==> src/rtl/micro_div_seq_njp.sv <==
// Sequential restoring divider: one quotient bit per clock, unsigned operands.
// Control FSM and registered results in one block; the working datapath sits in a second block with no reset.
module micro_div_seq_njp #(
   parameter int WIDTH = 4
) (
   input  logic             clk,
   input  logic             rst_n,
   input  logic             start,
   input  logic [WIDTH-1:0] dividend,
   input  logic [WIDTH-1:0] divisor,
   output logic             busy,
   output logic             done,
   output logic             dbz,
   output logic [WIDTH-1:0] quotient,
   output logic [WIDTH-1:0] remainder
);

   typedef enum logic [1:0] {
      S_IDLE = 2'd0,
      S_RUN  = 2'd1,
      S_DONE = 2'd2
   } state_t;

   localparam int CW = $clog2(WIDTH) + 1;
   localparam logic [CW-1:0] LAST = CW'(WIDTH - 1);

   state_t           state;
   logic [CW-1:0]    cnt;
   logic [WIDTH-1:0] d_reg;
   logic [WIDTH-1:0] q_reg;
   logic [WIDTH-1:0] r_reg;

   logic [WIDTH:0]   trial;
   logic [WIDTH:0]   diff;
   logic             ge;
   logic [WIDTH-1:0] q_next;
   logic [WIDTH-1:0] r_next;

   // A borrow out of the (WIDTH+1)-bit subtraction means trial < divisor.
   always_comb begin
      trial  = {r_reg, q_reg[WIDTH-1]};
      diff   = trial - {1'b0, d_reg};
      ge     = ~diff[WIDTH];
      q_next = {q_reg[WIDTH-2:0], ge};
      r_next = ge ? diff[WIDTH-1:0] : trial[WIDTH-1:0];
   end

   always_ff @(posedge clk) begin
      if (!rst_n) begin
         state     <= S_IDLE;
         busy      <= 1'b0;
         done      <= 1'b0;
         dbz       <= 1'b0;
         quotient  <= '0;
         remainder <= '0;
         cnt       <= '0;
      end else begin
         done <= 1'b0;
         case (state)
            S_IDLE: begin
               if (start) begin
                  busy <= 1'b1;
                  if (divisor == '0) begin
                     quotient  <= '1;
                     remainder <= dividend;
                     dbz       <= 1'b1;
                     done      <= 1'b1;
                     state     <= S_DONE;
                  end else begin
                     cnt   <= '0;
                     dbz   <= 1'b0;
                     state <= S_RUN;
                  end
               end
            end
            S_RUN: begin
               cnt <= cnt + 1'b1;
               if (cnt == LAST) begin
                  quotient  <= q_next;
                  remainder <= r_next;
                  done      <= 1'b1;
                  state     <= S_DONE;
               end
            end
            S_DONE: begin
               busy  <= 1'b0;
               state <= S_IDLE;
            end
            default: begin
               busy  <= 1'b0;
               state <= S_IDLE;
            end
         endcase
      end
   end

   // Working registers load on an accepted non-zero-divisor start and shift during RUN.
   always_ff @(posedge clk) begin
      if (state == S_IDLE && start && divisor != '0) begin
         d_reg <= divisor;
         q_reg <= dividend;
         r_reg <= '0;
      end else if (state == S_RUN) begin
         q_reg <= q_next;
         r_reg <= r_next;
      end
   end

endmodule
==> config.mk <==
export PLATFORM = sky130hd
export DESIGN_NAME = micro_div_seq_njp
export DESIGN_NICKNAME = d
export VERILOG_FILES = /design/src/rtl/micro_div_seq_njp.sv
export SDC_FILE = /design/constraint.sdc
export NUM_CORES = 1
export LEC_CHECK = 0
export CAP_MARGIN = 0
export CORE_MARGIN = 1
export CORE_UTILIZATION = 46
export DETAILED_ROUTE_END_ITERATION = 8
export PLACE_DENSITY = 0.78
export RECOVER_POWER = 100
export SLEW_MARGIN = 20
export SYNTH_ARGS = -nofsm -noshare
export SYNTH_HDL_FRONTEND = slang
export SYNTH_SLANG_ARGS = --single-unit
==> constraint.sdc <==
create_clock -name clk -period 1.9 [get_ports clk]
set_clock_uncertainty 0.05 [all_clocks]
set_input_delay 0.38 -clock clk [delete_from_list [all_inputs] [get_ports clk]]
set_output_delay 0.38 -clock clk [all_outputs]
set_load 0.005 [all_outputs]
; After elaboration in Yosys (flattened, before gate mapping)
; Cells that the tools add are included.
[totals]
reg_bits = 28
latchBits = 0
mem_bits_rw = 0
rom_bits = 0
input_bits = 11
out_inout_bits = 11
elab_cells = 56
memories = 0
[op_classes]
n_addsub = 2
mul = 0
div = 0
n_lt_le_gt_ge = 0
eq_ne = 6
n_shift = 0
n_mux = 24
bitwise = 2
reduce_logical = 12
[op_table]
columns = op, count
row1 = $mux 4, 9
row2 = $pmux 4 s2, 2
row3 = $ne 2x2->1 const B, 4
row4 = $mux 2, 3
row5 = $mux 3, 2
row6 = $pmux 3 s2, 1
row7 = $reduce_and 2->1, 3
row8 = $sub 5x4->5, 1
row9 = $logic_not 4->1, 1
row10 = $mux 1, 4
row11 = $pmux 1 s2, 2
row12 = $pmux 2 s2, 1
row13 = $reduce_and 4->1, 1
row14 = $reduce_bool 2->1, 2
row15 = $reduce_bool 4->1, 1
row16 = $add 3x1->3 const B, 1
row17 = $eq 3x2->1 const B, 1
row18 = $reduce_and 3->1, 1
row19 = $eq 2x1->1 const B, 1
row20 = $logic_and 1x1->1, 2
row21 = $logic_not 2->1, 1
row22 = $not 1->1, 2

; Depth between registers and ports, before layout
; Gate-level depths: netlist of run 1.
[depth]
ltp_word = 4
depth_mapped = 9
ltp_nobuf = 9

; Worst setup path after synthesis of run 1
; No wires, ideal clock.
[synth_timing]
path_kind = register to register
start = reg q_reg[3]
end = reg remainder[1]
setup_time_ns = 0.074
arrival_ns = 1.971
required_ns = 1.776
setup_slack_ns = -0.196
path_stages_with_launch = 10
n_path_buf = 0
period_less_slack_ns = 2.096
cell_sequence = edfxtp_1 -> inv_1 -> ha_1 -> inv_1 -> fa_1 -> a21o_1 -> a21oi_2 -> xnor2_2 -> mux2_4 -> a31oi_1
[synth_via]
elab_chain_cells = 4
[synth_rtl]
columns = item, line_no
row1 = from (decl), 30  ; logic [WIDTH-1:0] q_reg;
row2 = from (signal assigned), 101  ; q_reg <= dividend;
row3 = from (signal assigned), 104  ; q_reg <= q_next;
row4 = $sub 5x4->5, 42  ; diff = trial - {1'b0, d_reg};
row5 = $mux 4, 45  ; r_next = ge ? diff[WIDTH-1:0] : trial[WIDTH-1:0];
row6 = $mux 4, 78  ; if (cnt == LAST) begin
row7 = $pmux 4 s2, 59  ; case (state)
row8 = to (signal assigned), 65  ; remainder <= dividend;
row9 = to (signal assigned), 80  ; remainder <= r_next;
row10 = to (decl), 15  ; output logic [WIDTH-1:0] remainder
; Every way passes these cells. The select of a mux whose other input is x is not followed.
; A chain may end at the register's enable or synchronous reset.

; Final worst setup path of run 1
; Same ends and word-level chain as after synthesis.

==> metrics, run 1 <==
post-synthesis cell area=1290 um2; highest ir drop seen on vdd=0.649 mV; Avg Vias per Cell=around 5.4; Clock Sinks=28; clock buffer count from CTS=3; DPL Wire Length=2100 um; crit end category=register; Die X=54.9 um; initial core utilization=0.501; Die H=54.9 um; initial antenna violation count=0; Sw Ratio=0.306; final setup vio count=10; CTS HTree Levels=1; cell taking the most area after synthesis=dfxtp_1; Layout fillers=~200; Multi-input gate area=614 um2; Seq/Total Area, Yosys=0.498; Diodes inserted=0; Switching Power=0.488 mW; Min-Delay Startpoint=busy$_SDFFE_PN0P_; final setup margin=-0.236 ns; routed vias=about 1.1k; DIE AREA=3010 um2; R2R depth=9; Post-Syn Area per Cell=around 9.6 um2; fin util=0.688; share of layout cells above drive strength 1=0.258; R2R setup slack=-0.24 ns; top cells by count, synth=25 x nand2_1, 20 x dfxtp_1, 12 x nor2_1; most common cell in the synthesized netlist=nand2_1; status=finished, violations left; core area=2570 um2; Hold Path Depth=2; GRT Util Overall=0.229; synth top area cells=dfxtp_1 31%, edfxtp_1 19%, nand2_1 7.3%, ha_1 5.8%, nor2_1 3.5%; Mapped Cells=134; top cell type's share of synthesized area=0.311; synth unique cells=32; worst-margin pin slew=between 0.4 and 0.5 ns; Leakage=about 0.76 nW; CP arrival=2.36 ns; final number of hold-violating endpoints=0; endpoint of the worst hold path=busy$_SDFFE_PN0P_; Slew headroom=0.676; Hold-fix buffers, CTS=0; Non-Filler Instances=208; Site Rows=18; max cap viols=0; Final period util=1.12; Max Fclk=468 MHz; io pins=22; critical path peak fanout=4; Cell Int Power=about 1.1 mW; TritonRoute pass-1 iters=4; Hold WC Path Type=register to register; CP Class=register to register; synthesized flop and latch total=28; CP Launch Point=q_reg[3]$_DFFE_PP_; gr ovfl total=0; Syn Nets=152; Clock Latency Late Sink=~0.33 ns; Post-synth EDFFs=8; unrepaired setup endpoints after global routing=yes; startpoint types=register; PortBufs=21; dpl cells=~190; ys async rst share=0; failing checks=setup timing; first-pass GRT wire length=4710 um; min Tclk post-route=2.14 ns; routability congestion estimate from global placement=0.812; synth warn=0; clock power share=0.185; fin area=1770 um2; Sequential cell area=641 um2; largest net degree at the start of global routing=16; required time worst endpoint=2.12 ns; Area Growth Syn to Fin=37.3%; Clk pin slew, worst setup/hold paths=0.15 ns; max-slew violation count=0; area post-placement=1630 um2; wire per inst=14.3 um; launch point of the worst reg-to-reg path=q_reg[3]$_DFFE_PP_; post-route ant nets=0; CTS tree=done; Reg-to-Reg End=remainder[1]$_SDFFE_PN0P_; Pwr Density=904 nW/um2; combinational power share=0.350; Main synth FF type=dfxtp_1; Iteration-0 DRC Markers=14; detailed-route DRC error count=0; Design Power=1.60 mW; Nets=197; sequential power share=0.465; vias in the first global route=between 1k and 1.5k; final wirelength=2970 um; clk buf depth=2; Clock Root Buffer=clkbuf_4
[power groups by stage]
stage               clock (mW)  sequential (mW)  combinational, mW
finish                   0.295            0.742              0.559
global route             0.321            0.748              0.612
CTS                      0.299            0.738              0.527
detailed placement           0            0.752              0.480
global placement             0            0.749              0.463
floorplan                    0            0.740              0.291
[worst max path at each step]
| stage | end | slack, ns | depth (start not counted) |
|---|---|---|---|
| final | remainder[1]$_SDFFE_PN0P_ | -0.24 | 9 |
| after floorplan | remainder[1]$_SDFFE_PN0P_ | -0.14 | 9 |
| after global placement | q_reg[3]$_DFFE_PP_ | -0.18 | 5 |
| after detailed placement | remainder[1]$_SDFFE_PN0P_ | -0.21 | 9 |
| after global routing | remainder[3]$_SDFFE_PN0P_ | -0.28 | 10 |
| after CTS | remainder[1]$_SDFFE_PN0P_ | -0.21 | 9 |
[cell families after synthesis]
kind of cell | count (synthesis) | share of synthesized area
compound gates | 27 | 0.147
xor+xnor | 2 | 0.0195
fa+ha+maj | 7 | 0.0739
buf+inv | 13 | 0.0438
flops | 28 | 0.498
mux | 2 | 0.0195
simple gates | 55 | 0.198
[through the flow]
stage / hold WS, ns / setup TNS, ns / setup slack [ns]
2_1_floorplan: 0.389 / -0.267 / -0.140
3_5_place_dp: 0.430 / -4.52 / -0.214
4_1_cts: 0.453 / -1.58 / -0.215
6_report: 0.450 / -1.70 / -0.236
5_1_grt: 0.501 / -2.23 / -0.285
3_3_place_gp: 0.401 / -4.10 / -0.182
[cell usage in the layout (no fill, tap or decap), types with 3 or more instances in the layout]
cell / instances
dfxtp_1: 20
edfxtp_1: 8
nand2_2: 3
nor2b_1: 5
clkdlybuf4s50_1: 17
a21oi_1: 5
inv_1: 6
buf_4: 22
nand2_1: 22
nand2b_1: 4
nand3_1: 3
nor2_1: 11
o21ai_0: 5
dlygate4sd3_1: 4
o221a_2: 4
clkbuf_4: 3
ha_1: 5
a31oi_1: 4
[worst max-delay path: stages, from the launching register on]
cell,delay [ns]
edfxtp_1,0.42
inv_2,0.09
ha_4,0.13
inv_2,0.03
fa_2,0.33
a21o_1,0.18
a21oi_2,0.16
xnor2_2,0.18
mux2_4,0.34
a31oi_1,0.14
[final cells by class]
| type | instances | area share |
|---|---|---|
| sequential | 28 | 0.363 |
| timing repair buffer | 45 | 0.230 |
| inverter | 8 | 0.0170 |
| clock buffer | 4 | 0.0206 |
| tap | 30 | 0.0213 |
| multi-input combinational | 93 | 0.348 |
[per-layer routing]
layer,wire length [um],global-route usage
met5,0,0
met4,71,0.120
met3,108,0.0528
met2,1530,0.400
met1,1250,0.254
[repair_timing]
action,CTS,global route
resized for setup,2,7
setup buffers,11,2
setup endpoints to repair,10,10
cloned,0,0
pin swaps,6,6
No activity file was read; power rests on OpenSTA's default activity.
==> inputs of run 2 (changes only) <==
--- a/config.mk
+++ b/config.mk
@@ -5,7 +5,7 @@
 export SDC_FILE = /design/constraint.sdc
 export NUM_CORES = 1
 export LEC_CHECK = 0
-export CAP_MARGIN = 0
+export CAP_MARGIN = 10
 export CORE_MARGIN = 1
 export CORE_UTILIZATION = 46
 export DETAILED_ROUTE_END_ITERATION = 8
==> results of run 2 <==
No change in the layout: final DEF, timing and power equal those of run 1.
==> inputs of run 3 (changes only) <==
--- a/config.mk
+++ b/config.mk
@@ -9,9 +9,8 @@
 export CORE_MARGIN = 1
 export CORE_UTILIZATION = 46
 export DETAILED_ROUTE_END_ITERATION = 8
-export PLACE_DENSITY = 0.78
+export PLACE_DENSITY_LB_ADDON = 0.15
 export RECOVER_POWER = 100
-export SLEW_MARGIN = 20
 export SYNTH_ARGS = -nofsm -noshare
 export SYNTH_HDL_FRONTEND = slang
 export SYNTH_SLANG_ARGS = --single-unit
==> metrics, run 3 (synthesis results as in run 1) <==
status=finished, violations left; failing checks=setup timing; DIE AREA=3010 um2 (unchanged); required time worst endpoint=2.12 ns (about the same); core area=2570 um2 (unchanged); CP cell instances=inv_2, ha_4, inv_2, fa_2, a21o_1, a21oi_2, xnor2_2, mux2_4, a31oi_1; Final period util=1.14 (+0.0153); Clock Latency Late Sink=0.33 ns (about the same); area post-placement=1620 um2 (-0.77%); startpoint types=register; Sw Ratio=0.313 (+0.00683); clk buf depth=2 (unchanged); Crit-path slowest cell=edfxtp_1; Top delay family on crit path=compound AO/OA/AOI/OAI gates; critical path peak fanout=4 (unchanged); routability congestion estimate from global placement=0.865 (+6.5%); Slew headroom=0.687 (+0.0117); crit end category=register; Layout fillers=234 (+15%); Pwr Density=892 nW/um2 (-1.3%); WP buf/inv=2 (unchanged); wire per inst=14.0 um (-2.1%); share of layout cells above drive strength 1=0.205 (-0.0537); gr ovfl total=0 (unchanged); Area Growth Syn to Fin=31.3%; unrepaired setup endpoints after global routing=yes; highest ir drop seen on vdd=0.743 mV (+14%); Place WS=-0.252 ns (-0.0381 ns); Iteration-0 DRC Markers=22 (+8); Max Fclk=462 MHz (-1.3%); first-pass GRT wire length=4550 um (-3.4%); io pins=22 (unchanged); CP Class=register to register; CP peak stage delay=0.41 ns (about the same); sequential power share=0.490 (+0.025); Clock Root Buffer=clkbuf_4; GRT Util Overall=0.220 (-0.00932); Site Rows=18 (unchanged); CP dominant cell by count=inv_2; worst-margin pin slew=0.468 ns (-0.0175 ns); CTS HTree Levels=1 (unchanged); final wirelength=2810 um (-5.4%); initial core utilization=0.501 (unchanged); clock buffer count from CTS=3 (unchanged); Clk pin slew, worst setup/hold paths=0.14 ns (about the same); largest net degree at the start of global routing=16 (unchanged); Switching Power=0.471 mW (-3.5%); post-route ant nets=0 (unchanged); combinational power share=0.345 (-0.005); initial antenna violation count=0 (unchanged); Clock Sinks=28 (unchanged); max-slew violation count=0 (unchanged); TNS Setup=-2.12 ns (-0.423 ns); Nets=190 (-3.6%); dpl cells=194 (unchanged); final number of hold-violating endpoints=0 (unchanged); CP arrival=2.38 ns (+0.02 ns); Hold WC Path Type=register to register; DPL Wire Length=2100 um (+0.13%); routed vias=1071 (-3.8%); detailed-route DRC error count=0 (unchanged); Design Power=1.51 mW (-5.6%); CTS tree=done; PortBufs=21 (unchanged); vias in the first global route=1012 (-8.7%); Leakage=0.754 nW (-0.74%); Multi-input gate area=617 um2 (+0.41%); Diodes inserted=0 (unchanged); min Tclk post-route=2.17 ns (+0.0290 ns); TritonRoute pass-1 iters=4 (unchanged); most frequent cells in the layout=24 x nand2_1, 20 x dfxtp_1, 16 x buf_4; Die X=54.9 um (unchanged); final setup vio count=14 (+4); clock power share=0.165 (-0.020); final setup margin=-0.265 ns (-0.0290 ns); max cap viols=0 (unchanged); Sequential cell area=641 um2 (unchanged); commonest non-fill, non-tap cell in the layout=nand2_1; Non-Filler Instances=201 (-3.4%); fin area=1690 um2 (-4.3%); Die H=54.9 um (unchanged); Avg Vias per Cell=5.33 (-0.42%); Cell Int Power=1.04 mW (-6.5%)
==> run 3: cell types whose count changed in the layout (fill, tap and decap cells not counted), sizes merged <==
cell	before	now
clkdlybuf4s50	17	6
clkinv	0	1
dlygate4sd3	4	15
buf	24	16
==> run 3: worst reg2reg max path: stages (launching register included) <==
cell and delay [ns]:
edfxtp_1 0.41, inv_2 0.10, ha_4 0.13, inv_2 0.03, fa_2 0.35, a21o_1 0.18
a21oi_2 0.16, xnor2_2 0.18, mux2_4 0.33, a31oi_1 0.17
==> run 3: power groups by stage <==
stage               Clock, mW  Sequential (mW)  Combinational [mW]
global route            0.282            0.750               0.570
finish                  0.249            0.739               0.520
floorplan                   0            0.740               0.291
detailed placement          0            0.752               0.472
global placement            0            0.750               0.458
CTS                     0.255            0.740               0.493
==> run 3: area by class of cell <==
type | instances | area share
Sequential cell | 28 | 0.379
Multi-Input combinational cell | 93 | 0.365
Timing Repair Buffer | 38 | 0.200
Tap cell | 30 | 0.0222
Inverter | 8 | 0.0178
Clock buffer | 3 | 0.0133
Clock inverter | 1 | 0.00222
==> run 3: metal layers <==
layer	up-vias	part of all wire	GRT usage
li1	537	-	-
met1	497	0.43	0.256
met2	31	0.50	0.384
met3	6	0.054	0.0611
met4	0	0.016	0.0684
met5	-	0	0
==> run 3: timing repair <==
item	CTS	global route
gates cloned	0	0
hold buffers	0	0
pin swaps	10	5
resized for setup	6	1
setup endpoints to repair	10	13
buffers inserted	2	3
==> run 3: worst paths after layout <==
path | cells after the start | to | slack, ns | start
max | 9 | remainder[1]$_SDFFE_PN0P_ | -0.27 | q_reg[3]$_DFFE_PP_
min | 2 | busy$_SDFFE_PN0P_ | 0.44 | busy$_SDFFE_PN0P_
max reg2reg | 9 | remainder[1]$_SDFFE_PN0P_ | -0.27 | q_reg[3]$_DFFE_PP_
min reg2reg | 2 | busy$_SDFFE_PN0P_ | 0.44 | busy$_SDFFE_PN0P_
==> run 3: per-stage QoR <==
stage,hold slack (ns),util
final,0.441,0.658
after global routing,0.482,0.658
after global placement,0.405,0.629
after floorplan,0.389,-
after detailed placement,0.421,0.629
after CTS,0.456,0.653
